File: config.mk
export PLATFORM = sky130hd
export DESIGN_NAME = aes_host_if
export DESIGN_NICKNAME = d
export VERILOG_FILES = /design/src/rtl/aes_pkg.sv /design/src/rtl/aes_word_shift.sv /design/src/rtl/aes_host_if.sv
export SDC_FILE = /design/constraint.sdc
export NUM_CORES = 1
export LEC_CHECK = 0
export CORE_ASPECT_RATIO = 0.8
export CORE_MARGIN = 2
export CORE_UTILIZATION = 42
export DETAILED_ROUTE_END_ITERATION = 6
export PLACE_DENSITY = 0.71
export SLEW_MARGIN = 20
export SYNTH_ARGS = -nofsm -noshare
export SYNTH_HDL_FRONTEND = slang
export SYNTH_SLANG_ARGS = --single-unit
File: constraint.sdc
create_clock -name clk -period 2 [get_ports clk]
set_input_delay 0.3 -clock clk [delete_from_list [all_inputs] [get_ports clk]]
set_output_delay 0.3 -clock clk [all_outputs]
set_load 0.03 [all_outputs]
File: src/rtl/aes_pkg.sv
// aes_pkg: shared types and constants for the AES host interface
package aes_pkg;
    typedef enum logic [1:0] {OP_NONE, OP_LOAD_KEY, OP_ENC, OP_DEC} aes_op_t;
    typedef enum logic [2:0] {IDLE, LOAD, START, WAIT, UNLOAD} host_state_t;
    localparam int WORDS_PER_BLOCK = 4;
    localparam logic [1:0] LAST_WORD = 2'(WORDS_PER_BLOCK - 1);
endpackage

File: src/rtl/aes_word_shift.sv
// aes_word_shift: 128-bit register, parallel load or shift by one 32-bit word, most significant word first
module aes_word_shift (
    input  logic         clk,
    input  logic         reset,
    input  logic         load,
    input  logic [127:0] load_data,
    input  logic         shift,
    input  logic [31:0]  shift_in,
    output logic [127:0] nxt,
    output logic [31:0]  word
);
    logic [127:0] q;
    assign nxt  = {q[95:0], shift_in};
    assign word = q[127:96];
    // parallel load wins over a shift in the same cycle
    always_ff @(posedge clk or negedge reset)
        if (!reset) q <= '0;
        else if (load) q <= load_data;
        else if (shift) q <= nxt;
endmodule

File: src/rtl/aes_host_if.sv
// aes_host_if: host-side command/word front end driving the AES-128 core start/done interface
module aes_host_if
    import aes_pkg::*;
#(
    parameter int TIMEOUT_CYCLES = 64,
    parameter int CNT_W          = 7
) (
    input  logic         clk,
    input  logic         reset,
    input  logic         cmd_valid,
    output logic         cmd_ready,
    input  logic [1:0]   cmd_op,
    input  logic         in_valid,
    output logic         in_ready,
    input  logic [31:0]  in_data,
    output logic         out_valid,
    input  logic         out_ready,
    output logic [31:0]  out_data,
    output logic [127:0] core_key,
    output logic [127:0] core_data,
    output logic         core_start,
    output logic         core_key_change,
    output logic         core_sel_cypher,
    input  logic         core_done,
    input  logic [127:0] core_result,
    output logic         key_valid,
    output logic         err_no_key,
    output logic         err_timeout
);
    host_state_t      state, state_nxt;
    aes_op_t          op;
    logic [1:0]       cnt;
    logic [CNT_W-1:0] wd;
    logic             key_pending;
    logic             cmd_fire, in_fire, out_fire, cmd_ok, last_word, wd_expired;
    logic [127:0]     in_nxt, unused_out_nxt;
    logic [31:0]      unused_in_word;

    assign cmd_fire   = cmd_valid & (state == IDLE);
    assign in_fire    = in_valid & (state == LOAD);
    assign out_fire   = out_ready & (state == UNLOAD);
    assign cmd_ok     = (cmd_op == OP_LOAD_KEY) | (cmd_op[1] & key_valid);
    assign last_word  = cnt == LAST_WORD;
    assign wd_expired = wd == CNT_W'(TIMEOUT_CYCLES - 1);

    aes_word_shift u_in (
        .clk       (clk),
        .reset     (reset),
        .load      (1'b0),
        .load_data ('0),
        .shift     (in_fire),
        .shift_in  (in_data),
        .nxt       (in_nxt),
        .word      (unused_in_word)
    );

    aes_word_shift u_out (
        .clk       (clk),
        .reset     (reset),
        .load      ((state == WAIT) & core_done),
        .load_data (core_result),
        .shift     (out_fire),
        .shift_in  ('0),
        .nxt       (unused_out_nxt),
        .word      (out_data)
    );

    // state register
    always_ff @(posedge clk or negedge reset)
        if (!reset) state <= IDLE;
        else state <= state_nxt;

    // next state; a done arriving on the expiry cycle takes priority over the timeout
    always_comb begin
        state_nxt = state;
        case (state)
            IDLE:    if (cmd_fire && cmd_ok) state_nxt = LOAD;
            LOAD:    if (in_fire && last_word) state_nxt = (op == OP_LOAD_KEY) ? IDLE : START;
            START:   state_nxt = WAIT;
            WAIT:    if (core_done) state_nxt = UNLOAD;
                     else if (wd_expired) state_nxt = IDLE;
            UNLOAD:  if (out_fire && last_word) state_nxt = IDLE;
            default: state_nxt = IDLE;
        endcase
    end

    // handshake, core strobes and error pulses decoded from state
    always_comb begin
        cmd_ready       = state == IDLE;
        in_ready        = state == LOAD;
        out_valid       = state == UNLOAD;
        core_start      = state == START;
        core_key_change = (state == START) & key_pending;
        core_sel_cypher = (state == START) & ~op[0];
        err_no_key      = cmd_fire & ~cmd_ok;
        err_timeout     = (state == WAIT) & ~core_done & wd_expired;
    end

    // operation, word counter, watchdog and the key/data registers seen by the core
    always_ff @(posedge clk or negedge reset)
        if (!reset) begin
            op          <= OP_NONE;
            cnt         <= '0;
            wd          <= '0;
            key_valid   <= 1'b0;
            key_pending <= 1'b0;
            core_key    <= '0;
            core_data   <= '0;
        end else begin
            if (cmd_fire && cmd_ok) op <= aes_op_t'(cmd_op);
            if (in_fire || out_fire) cnt <= cnt + 2'd1;
            wd <= (state == WAIT) ? wd + 1'b1 : '0;
            if (state == START) key_pending <= 1'b0;
            if (in_fire && last_word) begin
                if (op == OP_LOAD_KEY) begin
                    core_key    <= in_nxt;
                    key_valid   <= 1'b1;
                    key_pending <= 1'b1;
                end else begin
                    core_data <= in_nxt;
                end
            end
        end
endmodule

# Word level (Yosys, flattened, before mapping)
# Cells that the tools add are included.
totals:
  reg_bits: 496
  input_bits: 168
  out_inout_bits: 297
  wordCells: 61
classes:
  n_addsub: 2
  eq_ne: 12
  muxes: 13
  bitwise_logic: 15
  reduce_logical: 9
op_table:
  columns: ["operator", "n"]
  rows:
  - ["$mux W128", 2]
  - ["$mux W3", 5]
  - ["$pmux W3 S5", 1]
  - ["$and A1 B1 Y1", 10]
  - ["$add A7 B1 Y7 const B", 1]
  - ["$eq A7 B6 Y1 const B", 1]
  - ["$mux W7", 1]
  - ["$eq A3 B2 Y1 const B", 2]
  - ["$ne A2 B1 Y1 const B", 3]
  - ["$eq A2 B1 Y1 const B", 2]
  - ["$not A1 Y1", 4]
  - ["$reduce_and A2 Y1", 2]
  - ["$reduce_and A4 Y1", 1]
  - ["$eq A3 B1 Y1 const B", 1]
  - ["$eq A3 B3 Y1 const B", 1]
  - ["$logic_and A1 B1 Y1", 3]
  - ["$logic_not A3 Y1", 1]
  - ["$mux W1", 3]
  - ["$ne A3 B3 Y1 const B", 1]
  - ["$add A2 B1 Y2 const B", 1]
  - ["$eq A2 B2 Y1 const B", 1]
  - ["$mux W2", 1]
  - ["$reduce_bool A2 Y1", 1]
  - ["$logic_or A1 B1 Y1", 1]
  - ["$or A1 B1 Y1", 1]

# Depth between registers and ports, before layout
# Gate-level depths: netlist of the first run.
depth:
  depth_word: 5
  depth_mapped: 6
  mapped_depth_nobuf: 4

# Cells and area by module
# Synthesis of the first run repeated with hierarchy kept, for this count alone.
unflattened:
  cells_unflattened: 1804
  hier_area_um2: 22853.2
modules_own_cells:
  columns: ["mod", "n_inst", "cells_each", "area_each_um2", "seq_area_each_um2"]
  rows:
  - ["aes_word_shift", 2, 586, 6241.0, 3203.1]
  - ["aes_host_if", 1, 632, 10371.2, 6806.5]

# Worst setup path before layout of the first run
# No wires, ideal clock.
synth_timing:
  kind: "register to output"
  start: "reg state[0]"
  end: "out err_no_key"
  arrival_time_ns: 1.709
  required_ns: 1.700
  slack_ns: -0.009
  stages_incl_launch_ff: 4
  path_buffers: 1
  path_cell_list: "dfrtp_1 -> clkbuf_1 -> or4b_2 -> nor2_1"
synth_via:
  elab_chain_len: 3
synth_lines:
  columns: ["item", "line", "rtl"]
  rows:
  - ["from (decl)", "aes_host_if.sv:30", "host_state_t state, state_nxt;"]
  - ["from (signal assigned)", "aes_host_if.sv:71", "else state <= state_nxt;"]
  - ["$logic_not A3 Y1", "aes_host_if.sv:39", "assign cmd_fire = cmd_valid & (state == IDLE);"]
  - ["$and A1 B1 Y1", "aes_host_if.sv:39", null]
  - ["$and A1 B1 Y1", "aes_host_if.sv:95", "err_no_key = cmd_fire & ~cmd_ok;"]
  - ["to (decl)", "aes_host_if.sv:27", "output logic err_no_key,"]
# No other way between the ends.

# Worst setup path in the final report of the first run
layout_timing:
  start: "reg wd[1]"
  end: "out err_timeout"
layout_via:
  elab_chain_len: 2
layout_lines:
  columns: ["item", "line", "rtl"]
  rows:
  - ["from (decl)", "aes_host_if.sv:33", "logic [CNT_W-1:0] wd;"]
  - ["from (signal assigned)", "aes_host_if.sv:112", "wd <= (state == WAIT) ? wd + 1'b1 : '0;"]
  - ["$eq A7 B6 Y1", "aes_host_if.sv:44", "assign wd_expired = wd == CNT_W'(TIMEOUT_CYCLES - 1);"]
  - ["$and A1 B1 Y1", "aes_host_if.sv:96", "err_timeout = (state == WAIT) & ~core_done & wd_expired;"]
  - ["to (decl)", "aes_host_if.sv:28", "output logic err_timeout"]
# No other way between the ends.

==> impl_metrics.ini, run 1 <==
[outcome]
status = finished with violations
violations = setup timing

[critical_path]
cp_max_fo = 2
critPathLaunch = wd[1]
endpoint_kind = output port
endpoint = err_timeout
worstSetupStartpointType = register
cp.arrival_ns = 1.91
timing.rr.end = core_data[108]
worstRegToRegCells = 6
path_class = reg -> out
cp.required_ns = 1.70
r2r_slack_ns = -0.13
r2r_start = state[2]

[detailed_routing]
wl_um = 61260
dr.pass1.iters = 5
vias_per_cell = 5.336
dr_total_vias = 13330
ant_nets = 0
drt-initial-drc-count = 884
wl_per_cell_um = 24.52
drc = 0

[timing]
period_minus_slack_ns = 2.209
rsz0062_at_grt = yes
skew_ns = 0.01595
slew_headroom = 0.6954
tns_ns = -12.12
hold_viol = 0
slew_violations = 0
final-setup-viol-count = 260
worstMarginPinSlew_ns = 0.4587
layout_setup_ws_ns = -0.2090
min_period_over_period = 1.105
max_freq_mhz = 452.7

[synthesis]
syn-cell-area_mm2 = 0.01906
yosysSeqAreaShare = 0.6512
avgSynthCellArea_um2 = 15.19
synthCells = 1255
synth_edf_count = 0
synth.distinct_cells = 44
syn-num-nets = 1425
yosys_most_used_dff = dfrtp_1
ys_async_sr_fraction = 1.000
yosysWarnings = 0
ys_ff_latch = 496

[power_and_ir_drop]
leakagePower_nw = 14.25
ir_worst_vdd_mv = 0.9035
power_density_mw_per_mm2 = 1497

[clock_tree]
cts_tree = yes
cts_root_buf = clkbuf_16
clock_path_buffers = 3
insertion_delay_ns = 0.59
htreeDepth = 2
cts_sinks = 496
clk_pin_slew_ns = 0.06
cts_buffers = 48

[floorplanning]
die_y_um = 194.5
initial_utilization = 0.4270
dieArea_mm2 = 0.04711
io_pins = 465
rows = 69
dieWidth_um = 242.2
core_area_mm2 = 0.04463

[finish]
fillers = 3080
finish.utilization = 0.6606
area_growth_pct = 54.69
fin_area_mm2 = 0.02948
final_cell_count_no_fill = 2498
fin_nets = 2027
layout_common_cells = 496 x dfrtp_1, 376 x clkdlybuf4s50_1, 315 x mux2_4, 84 x clkbuf_16, 66 x a22o_1
drive_above_1_share = 0.3279
layout_commonest_cell = dfrtp_1

[placed_design]
gp_congestion = 0.8612
portBuffers = 464
dp_hpwl_um = 37620
dp.cells = 2337
place_area_mm2 = 0.02519

[global_routing]
gr-total-overflow = 0
grt_max_degree = 56
antenna_found_initial = 1
grt_pass1_vias = 13240
grt_pass1_wl_um = 79380
grt_usage = 0.2151

[run]
cap_violations = 0

[worst_hold_path]
hold_class = in -> async
[where the power goes]
part,internal (mW),switching [mW],leakage (nW)
sequential,13.9,2.99,6.27
combinational,9.52,8.42,7.18
clock,5.34,3.99,0.807
total,28.7,15.4,14.3
[critical path, cell delays in order (launching register included)]
cell	delay (ns)
dfrtp_1	0.36
ha_2	0.20
nand2_2	0.07
or3_4	0.40
nor3_4	0.14
buf_6	0.15
[cells in the mapped netlist, types with 2 or more instances]
cell	count	share of area
and4b_1	2	0.0011
buf_6	20	0.012
mux2_1	98	0.058
nor2_1	40	0.0079
ha_1	2	0.0013
nor3b_1	2	0.00079
nand3_1	3	0.00079
a221o_1	31	0.016
a21oi_1	36	0.0095
xnor2_1	2	0.00092
inv_1	37	0.0073
clkbuf_1	38	0.0075
buf_4	5	0.0020
buf_1	2	0.00039
o21ai_0	3	0.00079
or3_1	2	0.00066
a22o_1	66	0.030
nor3_1	3	0.00079
dfrtp_1	496	0.65
buf_2	16	0.0042
o22ai_1	31	0.010
nand2_1	6	0.0012
xor2_1	2	0.00092
nor4bb_1	2	0.0011
a21o_1	36	0.014
mux2_2	256	0.15
[cells by family after synthesis]
| group | after synthesis | share of synthesized area |
|---|---|---|
| xor gates and xnor gates | 4 | 0.001838 |
| DFF | 496 | 0.6512 |
| AOI/OAI and AO/OA | 208 | 0.08331 |
| buffers and inverters | 118 | 0.03315 |
| adders and majority gates | 2 | 0.001313 |
| muxes | 354 | 0.2092 |
| and+or+nand+nor | 73 | 0.02002 |
[metrics by stage]
step	setup slack, ns	power [mW]	hold WS [ns]
CTS	-0.2154	40.97	0.1722
finish	-0.2090	44.13	0.1878
global route	-0.2870	45.83	0.1921
detailed placement	-0.1757	31.70	0.2166
global placement	-0.1254	31.24	0.2161
floorplan	0.02927	24.56	0.004409
[registers in the layout (all words and copies together) (netlist names)]
signal       count
wd               7
u_out.q        128
u_in.q          96
op               2
cnt              2
core_data      128
key_pending      1
key_valid        1
state            3
core_key       128
[routing by layer]
| metal | vias to the layer above | GRT usage | share of wire |
|---|---|---|---|
| li1 | 5763 | - | - |
| met1 | 7089 | 0.2853 | 0.44 |
| met2 | 369 | 0.3614 | 0.48 |
| met3 | 108 | 0.03480 | 0.041 |
| met4 | 0 | 0.07339 | 0.032 |
| met5 | - | 0 | 0 |
[repair_timing]
action                                  CTS  global route
hold endpoints to repair                207             0
resized for setup                        90           399
gates cloned                              0            42
buffers inserted                         13            17
endpoints found under the setup margin  256           435
pin swaps                                 2            10
hold buffers                              1             0
[how the worst min path moves through the flow]
stage | to | cells past startpoint | slack, ns | startpoint
floorplan | cnt[0] | 0 | 0.004 | reset
global route | core_data[74] | 2 | 0.19 | reset
global placement | core_data[74] | 1 | 0.22 | reset
CTS | core_data[74] | 2 | 0.17 | reset
finish | core_data[74] | 2 | 0.19 | reset
detailed placement | core_data[74] | 1 | 0.22 | reset
[final cells by class]
cell class	count	area (um2)	area share
Antenna cell	1	2.502	0.00008488
Clock buffer	74	1470	0.04986
Clock inverter	13	145.1	0.004923
Inverter	37	138.9	0.004711
Multi-Input combinational cell	642	7323	0.2484
Sequential cell	496	12410	0.4210
Tap cell	603	754.5	0.02559
Timing Repair Buffer	632	7237	0.2455
No activity file was read; power rests on OpenSTA's default activity.
==> run 2: changes to the inputs <==
--- a/config.mk
+++ b/config.mk
@@ -9,8 +9,9 @@
 export CORE_MARGIN = 2
 export CORE_UTILIZATION = 42
 export DETAILED_ROUTE_END_ITERATION = 6
-export PLACE_DENSITY = 0.71
+export PLACE_DENSITY = 0.69
 export SLEW_MARGIN = 20
 export SYNTH_ARGS = -nofsm -noshare
 export SYNTH_HDL_FRONTEND = slang
 export SYNTH_SLANG_ARGS = --single-unit
+export TNS_END_PERCENT = 100
==> run 2 against run 1 <==
  * Register-to-register slack improved by 0.08 ns
  * Combinational power decreased by 7%
  * First-iteration DRC count decreased by 5.0%
  * Total power decreased by 3.1%
  * Largest cell class unchanged
  * Critical path depth decreased by 1
  * The run still ends with setup timing left
  * Via count decreased by 1.9%
  * Clock power increased by 1%
  * Critical endpoint is now err_no_key
==> impl_metrics.ini, run 2 (same netlist as run 1, synthesis figures left out) <==
[power_and_ir_drop]
leakagePower_nw = 13.92
p_total_mw = 42.76
ir_worst_vdd_mv = 0.9337
power_density_mw_per_mm2 = 1484

[timing]
period_minus_slack_ns = 2.186
layout_setup_ws_ns = -0.1865
tns_ns = -1.959
worstMarginPinSlew_ns = 0.4900
max_freq_mhz = 457.4
min_period_over_period = 1.093
rsz0062_at_grt = yes
slew_headroom = 0.6734
hold_viol = 0
skew_ns = 0.02122
final-setup-viol-count = 80
slew_violations = 0

[floorplanning]
die_y_um = 194.5
initial_utilization = 0.4270
core_area_mm2 = 0.04463
rows = 69
io_pins = 465
dieArea_mm2 = 0.04711
dieWidth_um = 242.2

[detailed_routing]
ant_nets = 0
wl_met2_um = 28990
drc = 0
dr_total_vias = 13070
top_layer = met4
dr.pass1.iters = 7
wl_per_cell_um = 23.14
wl_um = 57550
drt-initial-drc-count = 840
wl_met3_um = 2536
wl_met1_um = 24720
vias_per_cell = 5.256

[clock_tree]
cts_root_buf = clkbuf_16
clock_path_buffers = 3
clk_pin_slew_ns = 0.06
cts_sinks = 496
cts_tree = yes
cts_buffers = 49
htreeDepth = 2
insertion_delay_ns = 0.58

[critical_path]
cp_max_fo = 5
path_cells = buf_6 > or4b_4 > nor2_4 > buf_6
worstRegToRegCells = 6
worstSetupStartpointType = register
timing.rr.end = core_data[81]
cp.required_ns = 1.70
critical_path_buf_inv_count = 2
endpoint_kind = output port
critPathLaunch = state[1]
critPathMostFrequentCell = buf_6
path_class = reg -> out
critPathSlowestCell = or4b_4
cp.depth = 4
endpoint = err_no_key
slowest_delay_ns = 0.55
critPathTopFamily = simple AND/OR/NAND/NOR gates
cp.arrival_ns = 1.89
r2r_start = state[2]
r2r_slack_ns = -0.05

[global_routing]
grt_max_degree = 75
grt_usage = 0.2173
gr-total-overflow = 0
grt_pass1_wl_um = 79630
antenna_found_initial = 2
grt_pass1_vias = 13030

[finish]
area_growth_pct = 51.18
drive_above_1_share = 0.3050
top_regs = core_data: 128 flops, core_key: 128 flops, u_out.q: 128 flops
layout_common_cells = 496 x dfrtp_1, 380 x clkdlybuf4s50_1, 193 x mux2_4, 121 x mux2_2, 80 x clkbuf_16
layout_commonest_cell = dfrtp_1
fin_nets = 2012

[placed_design]
portBuffers = 464
gp_congestion = 0.8498
dp_hpwl_um = 37430

[outcome]
violations = setup timing
status = finished with violations

[worst_hold_path]
hold_class = in -> async

[run]
cap_violations = 0
[run 2: cell count changes in the layout (fill, tap and decap cells not counted), sizes merged, moves of 3 or more]
cell,change
clkdlybuf4s50,+4
buf,-10
dlymetal6s2s,+9
clkbuf,-3
dlygate4sd2,-13
[run 2: repair_timing]
item | 4_1_cts | 5_1_grt
gates resized for setup | 76 | 276
buffers inserted | 21 | 12
gates cloned | 0 | 34
hold buffers | 1 | 0
hold endpoints to repair | 37 | 0
pin swaps | 8 | 9
setup endpoints to repair | 288 | 411
[run 2: worst min path at each step]
| stage | from | to | slack, ns |
|---|---|---|---|
| after floorplan | reset | cnt[0] | 0.004 |
| after global placement | reset | core_data[3] | 0.25 |
| after detailed placement | reset | u_in.q[37] | 0.25 |
| after CTS | reset | u_in.q[37] | 0.22 |
| after global routing | reset | u_in.q[37] | 0.24 |
| final | reset | u_in.q[37] | 0.24 |
[run 2: per-stage QoR]
stage / area [um2] / instances / hold WS, ns / worst slack, ns / util
after CTS: 26870 / 2440 / 0.2193 / -0.1942 / 0.6020
final: 28810 / 2487 / 0.2439 / -0.1865 / 0.6456
after global routing: 28810 / 2487 / 0.2446 / -0.2468 / 0.6456
after global placement: 25010 / 2327 / 0.2474 / -0.2406 / 0.5603
after detailed placement: 25010 / 2327 / 0.2519 / -0.2282 / 0.5603
after floorplan: 19060 / 1255 / 0.004409 / 0.02927 / -
[run 2: report_power, final]
| part | internal, mW | total, mW | switching [mW] | leakage [nW] |
|---|---|---|---|---|
| clock | 5.53 | 9.44 | 3.91 | 0.826 |
| sequential | 13.9 | 16.8 | 2.89 | 6.27 |
| combinational | 8.53 | 16.6 | 8.02 | 6.83 |
[run 2: metal layers]
| layer | vias to the layer above | track usage |
|---|---|---|
| met5 | - | 0 |
| met4 | 0 | 0.06013 |
| met3 | 80 | 0.03411 |
| met2 | 368 | 0.3709 |
| met1 | 6884 | 0.2895 |
| li1 | 5739 | - |
[run 2: area by class of cell]
class | instances | area, um2
inverters | 37 | 138.9
flip-flops and latches | 496 | 12410
multi-input cells | 641 | 6859
well taps | 603 | 754.5
fillers | 3240 | 15820
diodes | 2 | 5.005
repair buffers | 617 | 6973
clock inverters | 15 | 182.7
clock buffers | 76 | 1489
==> run 3: changes to the inputs <==
--- a/config.mk
+++ b/config.mk
@@ -9,6 +9,7 @@
 export CORE_MARGIN = 2
 export CORE_UTILIZATION = 42
 export DETAILED_ROUTE_END_ITERATION = 6
+export GPL_TIMING_DRIVEN = 0
 export PLACE_DENSITY = 0.69
 export SLEW_MARGIN = 20
 export SYNTH_ARGS = -nofsm -noshare
==> run 3 against run 2 <==
  * The run still ends with setup timing left
  * Via count shrank 0.18%
  * Combinational power about the same
  * Final area down 1.0%
  * Global-route usage is 2.7 points higher
  * Clock-buffer cell count shrank 3
  * Clock skew is 0.0095 ns lower
  * Largest power group is now combinational cells
  * Highest routed layer unchanged
==> impl_metrics.ini, run 3 (same netlist as run 1, synthesis figures left out) <==
[outcome]
status = finished with violations
violations = setup timing

[power_and_ir_drop]
power_density_mw_per_mm2 = 1500
leakagePower_nw = 13.67
ir_worst_vdd_mv = 0.9262
p_total_mw = 42.78

[clock_tree]
cts_root_buf = clkbuf_16
cts_sinks = 496
clock_path_buffers = 3
htreeDepth = 2
cts_tree = yes
insertion_delay_ns = 0.59
cts_buffers = 50
clk_pin_slew_ns = 0.06

[critical_path]
critPathTopFamily = simple AND/OR/NAND/NOR gates
critPathLaunch = state[0]
path_cells = clkbuf_8 > or4b_4 > nor2_4 > buf_6
cp.arrival_ns = 1.93
critical_path_buf_inv_count = 2
cp.required_ns = 1.70
slowest_delay_ns = 0.54
path_class = reg -> out
worstSetupStartpointType = register
r2r_start = state[2]
endpoint_kind = output port
cp_max_fo = 9
critPathSlowestCell = or4b_4

[detailed_routing]
vias_per_cell = 5.287
dr_total_vias = 13050
drt-initial-drc-count = 766
wl_per_cell_um = 25.28
wl_um = 62390
drc = 0
dr.pass1.iters = 5
ant_nets = 0

[finish]
final_cell_count_no_fill = 2468
top_regs = core_data: 128 flops, core_key: 128 flops, u_out.q: 128 flops
fin_nets = 1998
drive_above_1_share = 0.3183
fin_area_mm2 = 0.02852
layout_commonest_cell = dfrtp_1
area_growth_pct = 49.66
layout_common_cells = 496 x dfrtp_1, 368 x clkdlybuf4s50_1, 224 x mux2_4, 129 x mux2_2, 70 x clkbuf_16

[placed_design]
place_ws_ns = -0.8643
gp_congestion = 0.8797
portBuffers = 464
dp.cells = 2327
place_area_mm2 = 0.02460
dp_hpwl_um = 41750

[global_routing]
grt_pass1_wl_um = 86700
gr-total-overflow = 0
grt_pass1_vias = 13250
antenna_found_initial = 2
grt_usage = 0.2441
grt_max_degree = 101

[timing]
skew_ns = 0.01171
slew_headroom = 0.6068
layout_setup_ws_ns = -0.2261
max_freq_mhz = 449.2
worstMarginPinSlew_ns = 0.5898
slew_violations = 0
final-setup-viol-count = 270
rsz0062_at_grt = yes
hold_viol = 0
period_minus_slack_ns = 2.226
tns_ns = -22.03
min_period_over_period = 1.113

[floorplanning]
rows = 69
io_pins = 465
dieWidth_um = 242.2
core_area_mm2 = 0.04463
dieArea_mm2 = 0.04711
initial_utilization = 0.4270
die_y_um = 194.5

[run]
cap_violations = 0

[worst_hold_path]
hold_class = in -> async
-- run 3: cell type report --
class	count	area [um2]
plain buffers	78	865.8
repair buffers	524	5722
clock buffers	73	1478
flip-flops and latches	496	12410
multi-input cells	641	6974
diodes	2	5.005
clock inverters	14	175.2
fillers	3320	16110
well taps	603	754.5
inverters	37	138.9
-- run 3: where the power goes --
group / switching [mW] / internal [mW] / total, mW
combinational: 8.27 / 8.39 / 16.7
sequential: 2.76 / 13.9 / 16.6
clock: 3.99 / 5.50 / 9.50
-- run 3: routing by layer --
layer | global-route usage | share of wire | vias to the layer above
met5 | 0 | 0 | -
met1 | 0.3389 | 0.45 | 6871
li1 | - | - | 5711
met4 | 0.08551 | 0.031 | 0
met3 | 0.03894 | 0.046 | 93
met2 | 0.3920 | 0.47 | 373
-- run 3: worst paths after layout --
kind | endpoint | slack (ns) | depth (start not counted)
setup / recovery | err_no_key | -0.23 | 4
hold / removal | core_data[4] | 0.28 | 2
setup reg to reg | core_data[20] | -0.20 | 8
hold reg to reg | u_out.q[104] | 0.48 | 1
max in group asynchronous | u_in.q[57] | 0.34 | 4
min in group clk | u_out.q[44] | 0.32 | 3
-- run 3: timing repair --
| action | in CTS | in global routing |
|---|---|---|
| buffers inserted | 21 | 9 |
| endpoints found under the hold margin | 70 | 0 |
| pin swaps | 4 | 4 |
| cloned | 8 | 22 |
| resized for setup | 265 | 307 |
| hold buffers | 1 | 0 |
| endpoints found under the setup margin | 543 | 434 |
-- run 3: metrics by stage --
| stage | hold slack (ns) | utilization |
|---|---|---|
| 4_1_cts | 0.2752 | 0.6081 |
| 6_report | 0.2837 | 0.6391 |
| 3_3_place_gp | 0.4491 | 0.5480 |
| 2_1_floorplan | 0.004409 | - |
| 3_5_place_dp | 0.3132 | 0.5512 |
| 5_1_grt | 0.3142 | 0.6391 |
